**src/rtl/dma_cmd_queue_if.sv**
```systemverilog
// Descriptor-queue bus: host push side, copier launch/complete side and
// status/interrupt signals for dma_cmd_queue.
interface dma_cmd_queue_if #(
  parameter int DEPTH = 4,
  parameter int AW    = 8,
  parameter int SW    = 8
);
  localparam int CW = $clog2(DEPTH) + 1;

  // Host descriptor push
  logic          push;
  logic [AW-1:0] push_src;
  logic [AW-1:0] push_dst;
  logic [SW-1:0] push_size;

  // Queue status
  logic          full;
  logic [CW-1:0] count;
  logic          overflow;

  // Copier command and completion
  logic [AW-1:0] src_addr;
  logic [AW-1:0] dst_addr;
  logic [SW-1:0] copy_size;
  logic          start;
  logic          finished;

  // Dispatcher status and interrupt
  logic          busy;
  logic          done_pulse;
  logic [7:0]    done_count;
  logic          irq;
  logic          irq_clr;

  // Host/copier side that drives the queue
  modport master (
    output push, push_src, push_dst, push_size, finished, irq_clr,
    input  full, count, overflow, src_addr, dst_addr, copy_size, start,
           busy, done_pulse, done_count, irq
  );

  // The queue itself
  modport slave (
    input  push, push_src, push_dst, push_size, finished, irq_clr,
    output full, count, overflow, src_addr, dst_addr, copy_size, start,
           busy, done_pulse, done_count, irq
  );
endinterface

```
**src/rtl/dma_cmd_queue.sv**
```systemverilog
// Descriptor FIFO plus dispatcher for the copier DMA. Descriptors are launched
// one at a time; the head stays counted in the FIFO until it retires, so
// count includes the in-flight descriptor.
module dma_cmd_queue #(
  parameter int DEPTH = 4,
  parameter int AW    = 8,
  parameter int SW    = 8
) (
  input logic           CLK,
  input logic           nRST,
  dma_cmd_queue_if.slave bus
);
  localparam int PW = $clog2(DEPTH);
  localparam int CW = PW + 1;

  typedef enum logic [1:0] {
    IDLE   = 2'd0,
    LAUNCH = 2'd1,
    WAIT   = 2'd2,
    RETIRE = 2'd3
  } state_t;

  state_t        state;

  logic [AW-1:0] src_mem  [DEPTH];
  logic [AW-1:0] dst_mem  [DEPTH];
  logic [SW-1:0] size_mem [DEPTH];

  logic [PW-1:0] wr_ptr;
  logic [PW-1:0] rd_ptr;
  logic [CW-1:0] cnt;

  logic [AW-1:0] src_q;
  logic [AW-1:0] dst_q;
  logic [SW-1:0] size_q;
  logic          start_q;
  logic          done_q;
  logic [7:0]    done_cnt_q;
  logic          ovf_q;
  logic          irq_q;

  logic          full_w;
  logic          push_ok;
  logic          pop;
  logic          drain;

  // full uses the registered (pre-edge) count, so a push is never accepted
  // into a slot that is only being freed on the same edge.
  assign full_w  = (cnt == CW'(DEPTH));
  assign push_ok = bus.push && !full_w;
  assign pop     = (state == RETIRE);
  // Queue drains on this edge: last entry retires and nothing replaces it.
  assign drain   = pop && (cnt == CW'(1)) && !push_ok;

  // Descriptor storage; contents are only meaningful where count says so.
  always_ff @(posedge CLK) begin
    if (push_ok) begin
      src_mem[wr_ptr]  <= bus.push_src;
      dst_mem[wr_ptr]  <= bus.push_dst;
      size_mem[wr_ptr] <= bus.push_size;
    end
  end

  // FIFO pointers and occupancy; push and pop may both happen on one edge.
  always_ff @(posedge CLK) begin
    if (!nRST) begin
      wr_ptr <= '0;
      rd_ptr <= '0;
      cnt    <= '0;
    end else begin
      if (push_ok) begin
        wr_ptr <= wr_ptr + PW'(1);
      end
      if (pop) begin
        rd_ptr <= rd_ptr + PW'(1);
      end
      cnt <= cnt + CW'(push_ok) - CW'(pop);
    end
  end

  // Dispatcher FSM with registered copier command and retire outputs.
  always_ff @(posedge CLK) begin
    if (!nRST) begin
      state      <= IDLE;
      src_q      <= '0;
      dst_q      <= '0;
      size_q     <= '0;
      start_q    <= 1'b0;
      done_q     <= 1'b0;
      done_cnt_q <= '0;
    end else begin
      start_q <= 1'b0;
      done_q  <= 1'b0;
      case (state)
        IDLE: begin
          if (cnt != '0) begin
            // Command outputs only ever change here and are held until the
            // next launch.
            src_q   <= src_mem[rd_ptr];
            dst_q   <= dst_mem[rd_ptr];
            size_q  <= size_mem[rd_ptr];
            // Zero-length descriptors are skipped without touching the copier.
            start_q <= (size_mem[rd_ptr] != '0);
            state   <= LAUNCH;
          end
        end
        LAUNCH: begin
          if (size_q == '0) begin
            done_q <= 1'b1;
            state  <= RETIRE;
          end else begin
            state  <= WAIT;
          end
        end
        WAIT: begin
          if (bus.finished) begin
            done_q <= 1'b1;
            state  <= RETIRE;
          end
        end
        RETIRE: begin
          done_cnt_q <= done_cnt_q + 8'd1;
          state      <= IDLE;
        end
        default: begin
          state <= IDLE;
        end
      endcase
    end
  end

  // Sticky flags: overflow until reset, irq until cleared (set wins over clear).
  always_ff @(posedge CLK) begin
    if (!nRST) begin
      ovf_q <= 1'b0;
      irq_q <= 1'b0;
    end else begin
      if (bus.push && full_w) begin
        ovf_q <= 1'b1;
      end
      if (drain) begin
        irq_q <= 1'b1;
      end else if (bus.irq_clr) begin
        irq_q <= 1'b0;
      end
    end
  end

  assign bus.full       = full_w;
  assign bus.count      = cnt;
  assign bus.overflow   = ovf_q;
  assign bus.src_addr   = src_q;
  assign bus.dst_addr   = dst_q;
  assign bus.copy_size  = size_q;
  assign bus.start      = start_q;
  assign bus.busy       = (state != IDLE);
  assign bus.done_pulse = done_q;
  assign bus.done_count = done_cnt_q;
  assign bus.irq        = irq_q;

endmodule
```
**src/flat_wrapper.sv**
```systemverilog
// flat-port wrapper written by rule: the top's interface ports become plain ports
module dma_cmd_queue_flat 
#(
  parameter int DEPTH = 4,
  parameter int AW    = 8,
  parameter int SW    = 8
)
  (CLK, nRST, bus_push, bus_push_src, bus_push_dst, bus_push_size, bus_finished, bus_irq_clr, bus_full, bus_count, bus_overflow, bus_src_addr, bus_dst_addr, bus_copy_size, bus_start, bus_busy, bus_done_pulse, bus_done_count, bus_irq);
  dma_cmd_queue_if #(.DEPTH(DEPTH), .AW(AW), .SW(SW)) bus_i ();
  input logic CLK;
  input logic nRST;
  input wire logic [$bits(bus_i.push)-1:0] bus_push;
  input wire logic [$bits(bus_i.push_src)-1:0] bus_push_src;
  input wire logic [$bits(bus_i.push_dst)-1:0] bus_push_dst;
  input wire logic [$bits(bus_i.push_size)-1:0] bus_push_size;
  input wire logic [$bits(bus_i.finished)-1:0] bus_finished;
  input wire logic [$bits(bus_i.irq_clr)-1:0] bus_irq_clr;
  output wire logic [$bits(bus_i.full)-1:0] bus_full;
  output wire logic [$bits(bus_i.count)-1:0] bus_count;
  output wire logic [$bits(bus_i.overflow)-1:0] bus_overflow;
  output wire logic [$bits(bus_i.src_addr)-1:0] bus_src_addr;
  output wire logic [$bits(bus_i.dst_addr)-1:0] bus_dst_addr;
  output wire logic [$bits(bus_i.copy_size)-1:0] bus_copy_size;
  output wire logic [$bits(bus_i.start)-1:0] bus_start;
  output wire logic [$bits(bus_i.busy)-1:0] bus_busy;
  output wire logic [$bits(bus_i.done_pulse)-1:0] bus_done_pulse;
  output wire logic [$bits(bus_i.done_count)-1:0] bus_done_count;
  output wire logic [$bits(bus_i.irq)-1:0] bus_irq;
  assign bus_i.push = bus_push;
  assign bus_i.push_src = bus_push_src;
  assign bus_i.push_dst = bus_push_dst;
  assign bus_i.push_size = bus_push_size;
  assign bus_i.finished = bus_finished;
  assign bus_i.irq_clr = bus_irq_clr;
  assign bus_full = bus_i.full;
  assign bus_count = bus_i.count;
  assign bus_overflow = bus_i.overflow;
  assign bus_src_addr = bus_i.src_addr;
  assign bus_dst_addr = bus_i.dst_addr;
  assign bus_copy_size = bus_i.copy_size;
  assign bus_start = bus_i.start;
  assign bus_busy = bus_i.busy;
  assign bus_done_pulse = bus_i.done_pulse;
  assign bus_done_count = bus_i.done_count;
  assign bus_irq = bus_i.irq;
  dma_cmd_queue #(.DEPTH(DEPTH), .AW(AW), .SW(SW)) u_core (.CLK(CLK), .nRST(nRST), .bus(bus_i));
endmodule
```
**config.mk**
```make
export PLATFORM = sky130hd
export DESIGN_NAME = dma_cmd_queue_flat
export DESIGN_NICKNAME = d
export VERILOG_FILES = /design/src/rtl/dma_cmd_queue_if.sv /design/src/rtl/dma_cmd_queue.sv /design/src/flat_wrapper.sv
export SDC_FILE = /design/constraint.sdc
export NUM_CORES = 1
export LEC_CHECK = 0
export ABC_AREA = 1
export CAP_MARGIN = 20
export CORE_MARGIN = 2
export CORE_UTILIZATION = 25
export DETAILED_ROUTE_END_ITERATION = 8
export PLACE_DENSITY_LB_ADDON = 0.08
export SYNTH_ARGS = -nofsm -noshare
export SYNTH_HDL_FRONTEND = slang
export SYNTH_SLANG_ARGS = --single-unit
export TNS_END_PERCENT = 100
```
**constraint.sdc**
```tcl
create_clock -name CLK -period 5.7 [get_ports CLK]
set_input_delay 1.71 -clock CLK [delete_from_list [all_inputs] [get_ports CLK]]
set_output_delay 1.71 -clock CLK [all_outputs]
set_load 0.005 [all_outputs]
```
==> results of run 1 <==
-- power by group --
group / switching, mW / internal [mW]
logic: 0.383 / 0.290
clock network: 0.424 / 0.657
registers: 0.0792 / 1.26
total: 0.886 / 2.21
-- cells in the mapped netlist (all sizes together) --
| cell type | n | area share, % |
|---|---|---|
| or2 | 1 | 0.11 |
| nor3 | 4 | 0.36 |
| clkinv | 1 | 0.089 |
| a31oi | 18 | 2.0 |
| o21ai | 65 | 5.8 |
| nand2 | 64 | 4.3 |
| nor2 | 87 | 6.1 |
| inv | 28 | 1.9 |
| clkbuf | 7 | 0.47 |
| xnor2 | 1 | 0.16 |
| dfxtp | 47 | 17 |
| a21oi | 22 | 2.2 |
| o21a | 2 | 0.27 |
| fa | 1 | 0.36 |
| nand4 | 2 | 0.22 |
| buf | 17 | 2.3 |
| xor2 | 1 | 0.16 |
| edfxtp | 96 | 52 |
| nand3 | 22 | 2.0 |
| ha | 12 | 2.7 |
| nor3b | 1 | 0.13 |
-- cell type report --
type | count | share of cell area, %
timing repair buffer | 76 | 10.5
clock inverter | 9 | 1.57
sequential | 143 | 53.8
tap | 280 | 4.93
clock buffer | 23 | 6.44
inverter | 29 | 1.58
multi-input combinational | 303 | 21.2
-- per-layer routing --
| layer | share of wire (%) | up-vias |
|---|---|---|
| li1 | - | 1862 |
| met1 | 47 | 1781 |
| met2 | 48 | 64 |
| met3 | 3.4 | 12 |
| met4 | 1.2 | 0 |
| met5 | 0 | - |
-- layout by cell type, fill, tap and decap left out, drive strengths merged --
cell | synthesis | final
xor2 | 1 | 1
buf | 17 | 7
nand4 | 2 | 2
nor2 | 87 | 87
dfxtp | 47 | 47
o21ai | 65 | 65
nand3 | 22 | 22
or2 | 1 | 1
clkbuf | 7 | 23
ha | 12 | 12
a21oi | 22 | 22
clkinv | 1 | 6
nor3b | 1 | 1
clkinvlp | 0 | 1
bufinv | 0 | 2
xnor2 | 1 | 1
fa | 1 | 1
nor3 | 4 | 4
nand2 | 64 | 64
clkdlybuf4s50 | 0 | 69
o21a | 2 | 2
edfxtp | 96 | 96
a31oi | 18 | 18
inv | 28 | 29
-- registers in the layout (all words and copies together), names as in the netlist, named ones only --
register / flops
u_core.dst_mem: 32
u_core.bus.count: 3
u_core.state: 2
u_core.bus.src_addr: 8
u_core.bus.start: 1
u_core.bus.dst_addr: 8
u_core.bus.copy_size: 8
u_core.rd_ptr: 2
u_core.size_mem: 32
u_core.bus.irq: 1
u_core.bus.done_pulse: 1
u_core.src_mem: 32
u_core.bus.overflow: 1
u_core.wr_ptr: 2
u_core.bus.done_count: 8
-- worst register-to-register path: cells and delay by family (launching register included) --
| family | cells | cell delay (ns) |
|---|---|---|
| AND/OR/NAND/NOR | 3 | 0.78 |
| buffers and inverters | 4 | 0.60 |
| flip-flops | 1 | 0.41 |
-- metrics by stage --
| stage | total power, mW | cells | util, % | hold WS [ns] | cell area, um2 |
|---|---|---|---|---|---|
| after floorplan | 1.77 | 499 | - | 0.460 | 5590 |
| after global placement | 2.05 | 831 | 29.9 | 0.448 | 6540 |
| after detailed placement | 2.06 | 831 | 29.9 | 0.459 | 6540 |
| after CTS | 3.15 | 863 | 32.5 | 0.469 | 7110 |
| after global routing | 3.28 | 863 | 32.5 | 0.506 | 7110 |
| final | 3.10 | 863 | 32.5 | 0.465 | 7110 |
-- cells by family after synthesis --
group / Yosys count / share of synthesized area, %
AOI/OAI and AO/OA: 107 / 10.3
xor gates and xnor gates: 2 / 0.313
adders and majority gates: 13 / 3.04
buffers and inverters: 53 / 4.75
DFF: 143 / 68.4
and+or+nand+nor: 181 / 13.2
-- how the worst max path moves through the flow --
stage / endpoint / slack (ns) / cells after the start
3_3_place_gp: u_core.dst_mem[3][4]$_DFFE_PP_ / 1.90 / 6
4_1_cts: bus_busy / 2.11 / 4
3_5_place_dp: u_core.dst_mem[3][6]$_DFFE_PP_ / 1.90 / 6
5_1_grt: bus_busy / 2.05 / 4
2_1_floorplan: u_core.dst_mem[0][0]$_DFFE_PP_ / 2.29 / 4
6_report: bus_busy / 2.17 / 4
==> summary.txt, run 1 <==
Placed design
  • DP HPWL: about 8.8 mm
  • Placer's final routability congestion estimate: approximately 0.70
  • Pre-CTS setup slack: between 1.5 and 2 ns
  • Number of port buffers: 69

Timing
  • RSZ-0062 raised after global routing: false
  • Final critical-path share of the clock period: about 62%
  • Number of endpoints failing setup at the final stage: 0
  • Count of endpoints failing hold in the final timing report: 0
  • Slew Limit Fails: 0
  • Max Clk Rate: 283 MHz
  • Minimum clock period after layout: around 3.5 ns
  • Slew margin rel.: a little under half
  • Final worst clock skew: 0.0142 ns
  • Final sum of negative setup slack: 0 ns
  • Least setup slack across all paths after layout: approximately 2.2 ns
  • Actual slew at the worst max-slew pin: between 0.7 and 0.8 ns

Clocking
  • Total number of H-tree levels: 4
  • Buffers inserted by post-CTS timing repair: 0
  • Resized cells post-CTS: 0
  • CTS Hold Buffers Added: 0
  • Cts bufs inserted: 17
  • Number of clock sinks: roughly 140
  • Clock buffer depth: 2
  • Buffer cell driving the clock tree root: sky130_fd_sc_hd__clkbuf_16
  • Clock transition at path regs: 0.06 ns
  • TritonCTS clock tree: done
  • Worst skew pair latency: 0.42 ns

Global routing
  • Global-route met1 utilization: between 15 and 20%
  • Number of antenna violations at the first check in global routing: 0
  • Largest net degree at the start of global routing: 50
  • GRT Residual Overflow: 0
  • Global-route met3 utilization: ~3.2%
  • GRT met2 Usage: between 10% and 20%
  • GRT Util Overall: between 10 and 15%
  • Most crowded layer after global routing: met2
  • First-pass GRT wire length: 21.7 mm
  • Number of global-route vias before repair: 3856

Finish
  • Footprint of the flip-flops and latches: ~3800 um2
  • Total of fill cells in the finished design: between 2000 and 2500
  • Area Growth Syn to Fin: 27.2%
  • Layout net count: 612
  • Fraction of layout cells with a size suffix above 1: between 8 and 9%
  • N_diodes: 0
  • Area of the multi-input gates: between 1500 and 2000 um2

Worst setup path
  • Endpoint arrival time on the critical path: 1.82 ns
  • Kind of critical path: reg2out
  • Minimum setup slack among reg-to-reg paths: ~3.6 ns
  • Endpoint of the most critical register-to-register path: u_core.src_mem[0][6]$_DFFE_PP_
  • First element of the critical path: u_core.state[0]$_SDFFE_PN0P_
  • Element type at the critical path end: output pin
  • Slowest cell delay on critical path: 0.53 ns
  • WP buf/inv: 3
  • Peak fanout along the critical path: 6
  • Ordered cell list for the critical path: inv_1 > ha_1 > inv_1 > clkdlybuf4s50_1
  • Worst path slowest cell: sky130_fd_sc_hd__clkdlybuf4s50_1
  • Top Family by Delay on Critical Path: buffers and inverters
  • Critical path startpoint category: register
  • Required time of the critical path: between 3 and 4 ns
  • Crit path top cell by count: sky130_fd_sc_hd__inv_1
  • Startpoint of the worst register-to-register path: u_core.bus.count[1]$_SDFF_PN0_
  • Number of cells traversed by the worst register-to-register path: 7

Synthesis
  • Synth cell types: 28
  • Syn Area/Cell: 11.2 um2
  • Area of the mapped netlist: around 5600 um2
  • Synthesized net count: roughly 540
  • Cell count after synthesis: about 500
  • Register area share after synthesis: 68.4%
  • #FFs+latches synth: between 100 and 150
  • Warning count from the yosys run: 0

Drt
  • Number of nets still failing antenna checks after routing: 0
  • Post-DR vias/cell: roughly 4.3
  • Iteration count of the initial detailed-routing pass: 4
  • Routed wire length: between 10 and 15 mm
  • Vias: approximately 3700
  • Final routed DRC violation total: 0
  • DRT iter0 DRCs: around 250
  • Average wire per cell in the routed design: approximately 16 um

Floorplan
  • Die area: about 24000 um2
  • Die boundary width: 154 um
  • Top-level port count: 70
  • Initial standard-cell utilization of the core: around 26%
  • Standard-cell rows: 54
  • Die outline height: 154 um
  • Placeable core area: ~22000 um2

Hold path
  • Path type of the worst min-delay path: reg2reg
  • Worst Hold Launch: u_core.bus.irq$_SDFFE_PN0P_
  • Worst hold stages: 2
  • Capture endpoint of the worst hold path: u_core.bus.irq$_SDFFE_PN0P_

Power
  • Worst supply voltage drop on vdd: about 0.00018 V
  • Static leakage power: 2.55 nW
  • Power density of the placed cells: about 440 nW/um2

Run status
  • Status: complete, no violations

Flow run
  • Max-cap viol count: 0
Note: power is estimated with default switching activity, not from simulation.
==> run 2: changes to the inputs <==
==> constraint.sdc (replaced) <==
create_clock -name CLK -period 3.5 [get_ports CLK]
set_input_delay 1.05 -clock CLK [delete_from_list [all_inputs] [get_ports CLK]]
set_output_delay 1.05 -clock CLK [all_outputs]
set_load 0.005 [all_outputs]
==> run 2 against run 1 <==
First-iteration DRC count shrank 12%. Clock power grew 70%. Non-clock buffer count grew 4. Flip-flop and latch count is the same. Via count grew 0.75%. Critical path depth is the same. Wire length grew 1.4%. Hold slack is essentially flat. Highest routed layer unchanged.
==> summary.txt, run 2 (synthesized netlist as in run 1, its figures left out) <==
Placed design
  • Placer's final routability congestion estimate: between 0.7 and 0.8
  • Pre-CTS setup slack: 0.424 ns
  • Post-detailed-placement cell area: roughly 6600 um2
  • Number of port buffers: 69
  • DP HPWL: roughly 9 mm

Drt
  • Post-DR vias/cell: about 4.3
  • Iteration count of the initial detailed-routing pass: 4
  • DRT iter0 DRCs: ~220
  • Vias: between 3000 and 4000
  • Number of nets still failing antenna checks after routing: 0
  • Average wire per cell in the routed design: roughly 16 um
  • Routed wire length: 13.7 mm
  • Final routed DRC violation total: 0

Clocking
  • TritonCTS clock tree: done
  • Resized cells post-CTS: 0
  • Number of clock sinks: 143
  • Buffers inserted by post-CTS timing repair: 0
  • Clock buffer depth: 2
  • CTS Hold Buffers Added: 0
  • Clock transition at path regs: ~0.06 ns
  • Buffer cell driving the clock tree root: sky130_fd_sc_hd__clkbuf_16
  • Worst skew pair latency: between 0.4 and 0.5 ns
  • Total number of H-tree levels: 4
  • Cts bufs inserted: 17

Power
  • Switching power share of the total: roughly 29%
  • Combinational group share of total power: approximately 22%
  • Clock group share of total power: a little over a third
  • Seq pwr share: a little over two fifths
  • Worst supply voltage drop on vdd: roughly 0.0003 V
  • Power density of the placed cells: about 720 nW/um2
  • Switching power total: ~1.5 mW
  • Internal: around 3.7 mW
  • Static leakage power: 2.59 nW

Timing
  • Max Clk Rate: roughly 350 MHz
  • Post-route worst hold slack: about 0.47 ns
  • RSZ-0062 raised after global routing: false
  • Final critical-path share of the clock period: between 80% and 90%
  • Actual slew at the worst max-slew pin: 0.852 ns
  • Slew margin rel.: between 40% and 50%
  • Least setup slack across all paths after layout: ~0.63 ns
  • Final sum of negative setup slack: 0 ns
  • Final worst clock skew: roughly 0.0070 ns
  • Count of endpoints failing hold in the final timing report: 0
  • Number of endpoints failing setup at the final stage: 0
  • Slew Limit Fails: 0
  • Minimum clock period after layout: approximately 2.9 ns

Worst setup path
  • Kind of critical path: reg2out
  • First element of the critical path: u_core.state[0]$_SDFFE_PN0P_
  • Minimum setup slack among reg-to-reg paths: around 1.4 ns
  • Startpoint of the worst register-to-register path: u_core.bus.count[1]$_SDFF_PN0_
  • Endpoint of the most critical register-to-register path: u_core.src_mem[1][6]$_DFFE_PP_
  • Endpoint arrival time on the critical path: 1.82 ns
  • Capturing instance or port of the critical path: bus_busy
  • Critical path startpoint category: register
  • Peak fanout along the critical path: 6
  • Number of cells traversed by the worst register-to-register path: 7
  • Element type at the critical path end: output pin
  • Required time of the critical path: approximately 2.5 ns

Global routing
  • Largest net degree at the start of global routing: 35
  • Number of global-route vias before repair: about 3700
  • GRT Residual Overflow: 0
  • GRT Util Overall: approximately an eighth
  • First-pass GRT wire length: ~21 mm
  • Number of antenna violations at the first check in global routing: 0

Finish
  • Post-route cell area: roughly 7000 um2
  • Most frequent cells in the layout: sky130_fd_sc_hd__edfxtp_1, sky130_fd_sc_hd__nor2_1, sky130_fd_sc_hd__clkdlybuf4s50_1
  • Area Growth Syn to Fin: 28.4%
  • Largest registers: u_core.dst_mem x32, u_core.size_mem x32, u_core.src_mem x32
  • Most common cell after layout, fill and taps aside: sky130_fd_sc_hd__edfxtp_1
  • Total of fill cells in the finished design: approximately 2200
  • N_diodes: 0
  • Fraction of layout cells with a size suffix above 1: about a tenth
  • Layout net count: 616

Run status
  • Status: complete, no violations

Floorplan
  • Top-level port count: 70
  • Die area: 23600 um2
  • Standard-cell rows: 54
  • Die outline height: between 150 and 200 um
  • Die boundary width: around 150 um
  • Placeable core area: ~22000 um2
  • Initial standard-cell utilization of the core: 25.5%

Flow run
  • Max-cap viol count: 0

Hold path
  • Path type of the worst min-delay path: reg2reg
-- run 2: final cells by class --
| type | instances | area [um2] | area share [%] |
|---|---|---|---|
| well taps | 280 | 350 | 4.88 |
| multi-input cells | 303 | 1510 | 21.0 |
| flip-flops and latches | 143 | 3820 | 53.3 |
| inverters | 29 | 113 | 1.57 |
| clock inverters | 13 | 163 | 2.27 |
| repair buffers | 80 | 773 | 10.8 |
| clock buffers | 19 | 443 | 6.17 |
-- run 2: how the worst min path moves through the flow --
stage,startpoint,end,slack [ns],cells past startpoint
global placement,u_core.bus.overflow$_SDFFE_PN0P_,u_core.bus.overflow$_SDFFE_PN0P_,0.45,1
CTS,u_core.bus.irq$_SDFFE_PN0P_,u_core.bus.irq$_SDFFE_PN0P_,0.47,2
global route,u_core.bus.irq$_SDFFE_PN0P_,u_core.bus.irq$_SDFFE_PN0P_,0.50,2
floorplan,u_core.bus.irq$_SDFFE_PN0P_,u_core.bus.irq$_SDFFE_PN0P_,0.46,2
finish,u_core.bus.irq$_SDFFE_PN0P_,u_core.bus.irq$_SDFFE_PN0P_,0.47,2
detailed placement,u_core.bus.overflow$_SDFFE_PN0P_,u_core.bus.overflow$_SDFFE_PN0P_,0.46,1
-- run 2: metal layers --
layer | share of wire [%] | vias up | global-route usage (%)
li1 | - | 1876 | -
met5 | 0 | - | 0
met4 | 1.1 | 0 | 4.06
met1 | 49 | 1778 | 16.1
met2 | 47 | 80 | 18.5
met3 | 3.5 | 13 | 3.02
-- run 2: power by group through the flow --
stage	Sequential, mW	Combinational [mW]	Clock, mW
2_1_floorplan	2.20	0.682	0
3_3_place_gp	2.22	1.13	0
3_5_place_dp	2.23	1.13	0
4_1_cts	2.19	1.14	1.89
5_1_grt	2.22	1.27	1.96
6_report	2.19	1.12	1.84
-- run 2: stage by stage --
step	cells	util (%)	total power, mW
after floorplan	499	-	2.88
after global placement	835	30.0	3.36
after detailed placement	835	30.0	3.36
after CTS	867	32.8	5.23
after global routing	867	32.8	5.45
final	867	32.8	5.15
-- run 2: critical path, stage by stage, from the launching register on --
cell,delay (ns)
sky130_fd_sc_hd__dfxtp_1,0.42
sky130_fd_sc_hd__inv_1,0.11
sky130_fd_sc_hd__ha_1,0.22
sky130_fd_sc_hd__inv_1,0.12
sky130_fd_sc_hd__clkdlybuf4s50_1,0.53
==> run 3: changes to the inputs <==
==> constraint.sdc (replaced) <==
create_clock -name CLK -period 2.4 [get_ports CLK]
set_input_delay 0.72 -clock CLK [delete_from_list [all_inputs] [get_ports CLK]]
set_output_delay 0.72 -clock CLK [all_outputs]
set_load 0.005 [all_outputs]
==> run 3 against run 2 <==
Wire length shrank 5.3%. First-iteration DRC count shrank 36%. Sequential power grew 45%. Count of clock-buffer cells in the layout grew 1. Hold slack gained 0.00088 ns. Combinational power grew 54%. Worst setup slack lost 0.48 ns. Design area grew 0.77%. Critical path type unchanged. Critical endpoint is now bus_full. Largest cell class unchanged.
==> summary.txt, run 3 (synthesized netlist as in run 1, its figures left out) <==
Run status
  • Status: complete, no violations

Drt
  • Post-DR vias/cell: between 4 and 5
  • Final routed DRC violation total: 0
  • Number of nets still failing antenna checks after routing: 0
  • Average wire per cell in the routed design: between 10 and 15 um
  • Vias: around 3700
  • Iteration count of the initial detailed-routing pass: 4
  • DRT iter0 DRCs: approximately 140
  • Routed wire length: around 13 mm

Worst setup path
  • Endpoint arrival time on the critical path: about 1.5 ns
  • Startpoint of the worst register-to-register path: u_core.state[1]$_SDFFE_PN0P_
  • Number of cells traversed by the worst register-to-register path: 7
  • Element type at the critical path end: output pin
  • Required time of the critical path: between 1.5 and 2 ns
  • Minimum setup slack among reg-to-reg paths: ~0.63 ns
  • Critical path startpoint category: register
  • Endpoint of the most critical register-to-register path: u_core.bus.src_addr[1]$_SDFFE_PN0P_
  • Peak fanout along the critical path: 4
  • Kind of critical path: reg2out

Power
  • Static leakage power: about 2.6 nW
  • Power density of the placed cells: around 1000 nW/um2
  • Final total power: 7.42 mW
  • Worst supply voltage drop on vdd: between 0.0003 and 0.0004 V

Global routing
  • GRT Residual Overflow: 0
  • Largest net degree at the start of global routing: 43
  • GRT Util Overall: between 10% and 20%
  • Number of antenna violations at the first check in global routing: 0
  • Number of global-route vias before repair: about 3800
  • First-pass GRT wire length: 20.7 mm

Finish
  • Fraction of layout cells with a size suffix above 1: a little over a tenth
  • Area Growth Syn to Fin: 29.4%
  • Largest registers: u_core.dst_mem x32, u_core.size_mem x32, u_core.src_mem x32
  • N_diodes: 0
  • Most frequent cells in the layout: sky130_fd_sc_hd__edfxtp_1, sky130_fd_sc_hd__nor2_1, sky130_fd_sc_hd__clkdlybuf4s50_1
  • Post-route cell area: ~7200 um2
  • Most common cell after layout, fill and taps aside: sky130_fd_sc_hd__edfxtp_1
  • Layout net count: 618

Placed design
  • Placer's final routability congestion estimate: 0.738
  • DP HPWL: 8.25 mm
  • Post-detailed-placement cell area: roughly 6600 um2
  • Number of port buffers: 69

Timing
  • RSZ-0062 raised after global routing: false
  • Minimum clock period after layout: about 2.2 ns
  • Count of endpoints failing hold in the final timing report: 0
  • Slew margin rel.: between 60% and 70%
  • Slew Limit Fails: 0
  • Max Clk Rate: 445 MHz
  • Final sum of negative setup slack: 0 ns
  • Final critical-path share of the clock period: between 90 and 100%
  • Number of endpoints failing setup at the final stage: 0
  • Final worst clock skew: just over 0.007 ns
  • Actual slew at the worst max-slew pin: about 0.48 ns

Hold path
  • Worst hold stages: 1
  • Capture endpoint of the worst hold path: u_core.bus.overflow$_SDFFE_PN0P_
  • Path type of the worst min-delay path: reg2reg
  • Worst Hold Launch: u_core.bus.overflow$_SDFFE_PN0P_

Floorplan
  • Top-level port count: 70
  • Standard-cell rows: 54
  • Die outline height: ~150 um
  • Initial standard-cell utilization of the core: 25.5%
  • Die area: between 20000 and 25000 um2
  • Placeable core area: ~22000 um2
  • Die boundary width: approximately 150 um

Clocking
  • Buffer cell driving the clock tree root: sky130_fd_sc_hd__clkbuf_16
  • Number of clock sinks: about 140
  • TritonCTS clock tree: done
  • Total number of H-tree levels: 4
  • CTS Hold Buffers Added: 0
  • Clock transition at path regs: roughly 0.060 ns
  • Clock buffer depth: 2
  • Worst skew pair latency: between 0.4 and 0.5 ns
  • Cts bufs inserted: 17

Flow run
  • Max-cap viol count: 0
-- run 3: cell types whose count changed in the layout (fill, tap and decap cells not counted), sizes merged --
| cell | change |
|---|---|
| buf | +2 |
| dlygate4sd2 | +1 |
| inv | +2 |
| clkinvlp | +1 |
| clkinv | -2 |
| clkbuf | +1 |
| clkdlybuf4s50 | -1 |
| bufinv | -2 |
-- run 3: report_power, final --
| part | total [mW] | internal [mW] | switching (mW) | leakage (nW) |
|---|---|---|---|---|
| registers | 3.18 | 3.01 | 0.172 | 1.27 |
| clock network | 2.51 | 1.49 | 1.02 | 0.269 |
| logic | 1.73 | 0.768 | 0.961 | 1.06 |
-- run 3: per-stage QoR --
step | std cells | hold WS, ns | utilization, % | setup WS [ns]
after global routing | 869 | 0.479 | 33.0 | 0.0428
after floorplan | 499 | 0.460 | - | -0.0199
after global placement | 835 | 0.449 | 30.4 | 0.122
after detailed placement | 835 | 0.458 | 30.4 | 0.109
after CTS | 867 | 0.473 | 33.0 | 0.0414
final | 869 | 0.466 | 33.0 | 0.152
-- run 3: final cells by class --
class	instances	area, um2
multi-input combinational	303	1510
clock buffer	20	457
clock inverter	12	110
tap	280	350
inverter	29	113
sequential	143	3830
timing repair buffer	82	862
fill	2233	14700
-- run 3: timing repair --
item	in CTS	in global routing
gates resized for setup	3	3
setup endpoints to repair	1	1
buffers inserted	0	2
-- run 3: worst max path at each step --
stage	from	to	cells past startpoint
floorplan	bus_push	u_core.dst_mem[0][0]$_DFFE_PP_	4
global placement	bus_push	u_core.bus.count[2]$_SDFF_PN0_	7
detailed placement	bus_push	u_core.bus.count[2]$_SDFF_PN0_	7
CTS	u_core.bus.count[1]$_SDFF_PN0_	bus_full	4
global route	u_core.bus.count[1]$_SDFF_PN0_	bus_full	4
finish	u_core.bus.count[1]$_SDFF_PN0_	bus_full	4
-- run 3: per-layer routing --
layer | part of all wire (%) | global-route usage (%)
met1 | 49 | 14.9
met5 | 0 | 0
met2 | 47 | 18.4
met3 | 3.0 | 3.07
met4 | 1.2 | 4.02
-- run 3: critical path, cell delays in order (launching register included) --
cell and delay [ns]:
sky130_fd_sc_hd__dfxtp_2 0.35, sky130_fd_sc_hd__inv_2 0.07, sky130_fd_sc_hd__nand3_1 0.11, sky130_fd_sc_hd__inv_2 0.10, sky130_fd_sc_hd__clkdlybuf4s50_1 0.49
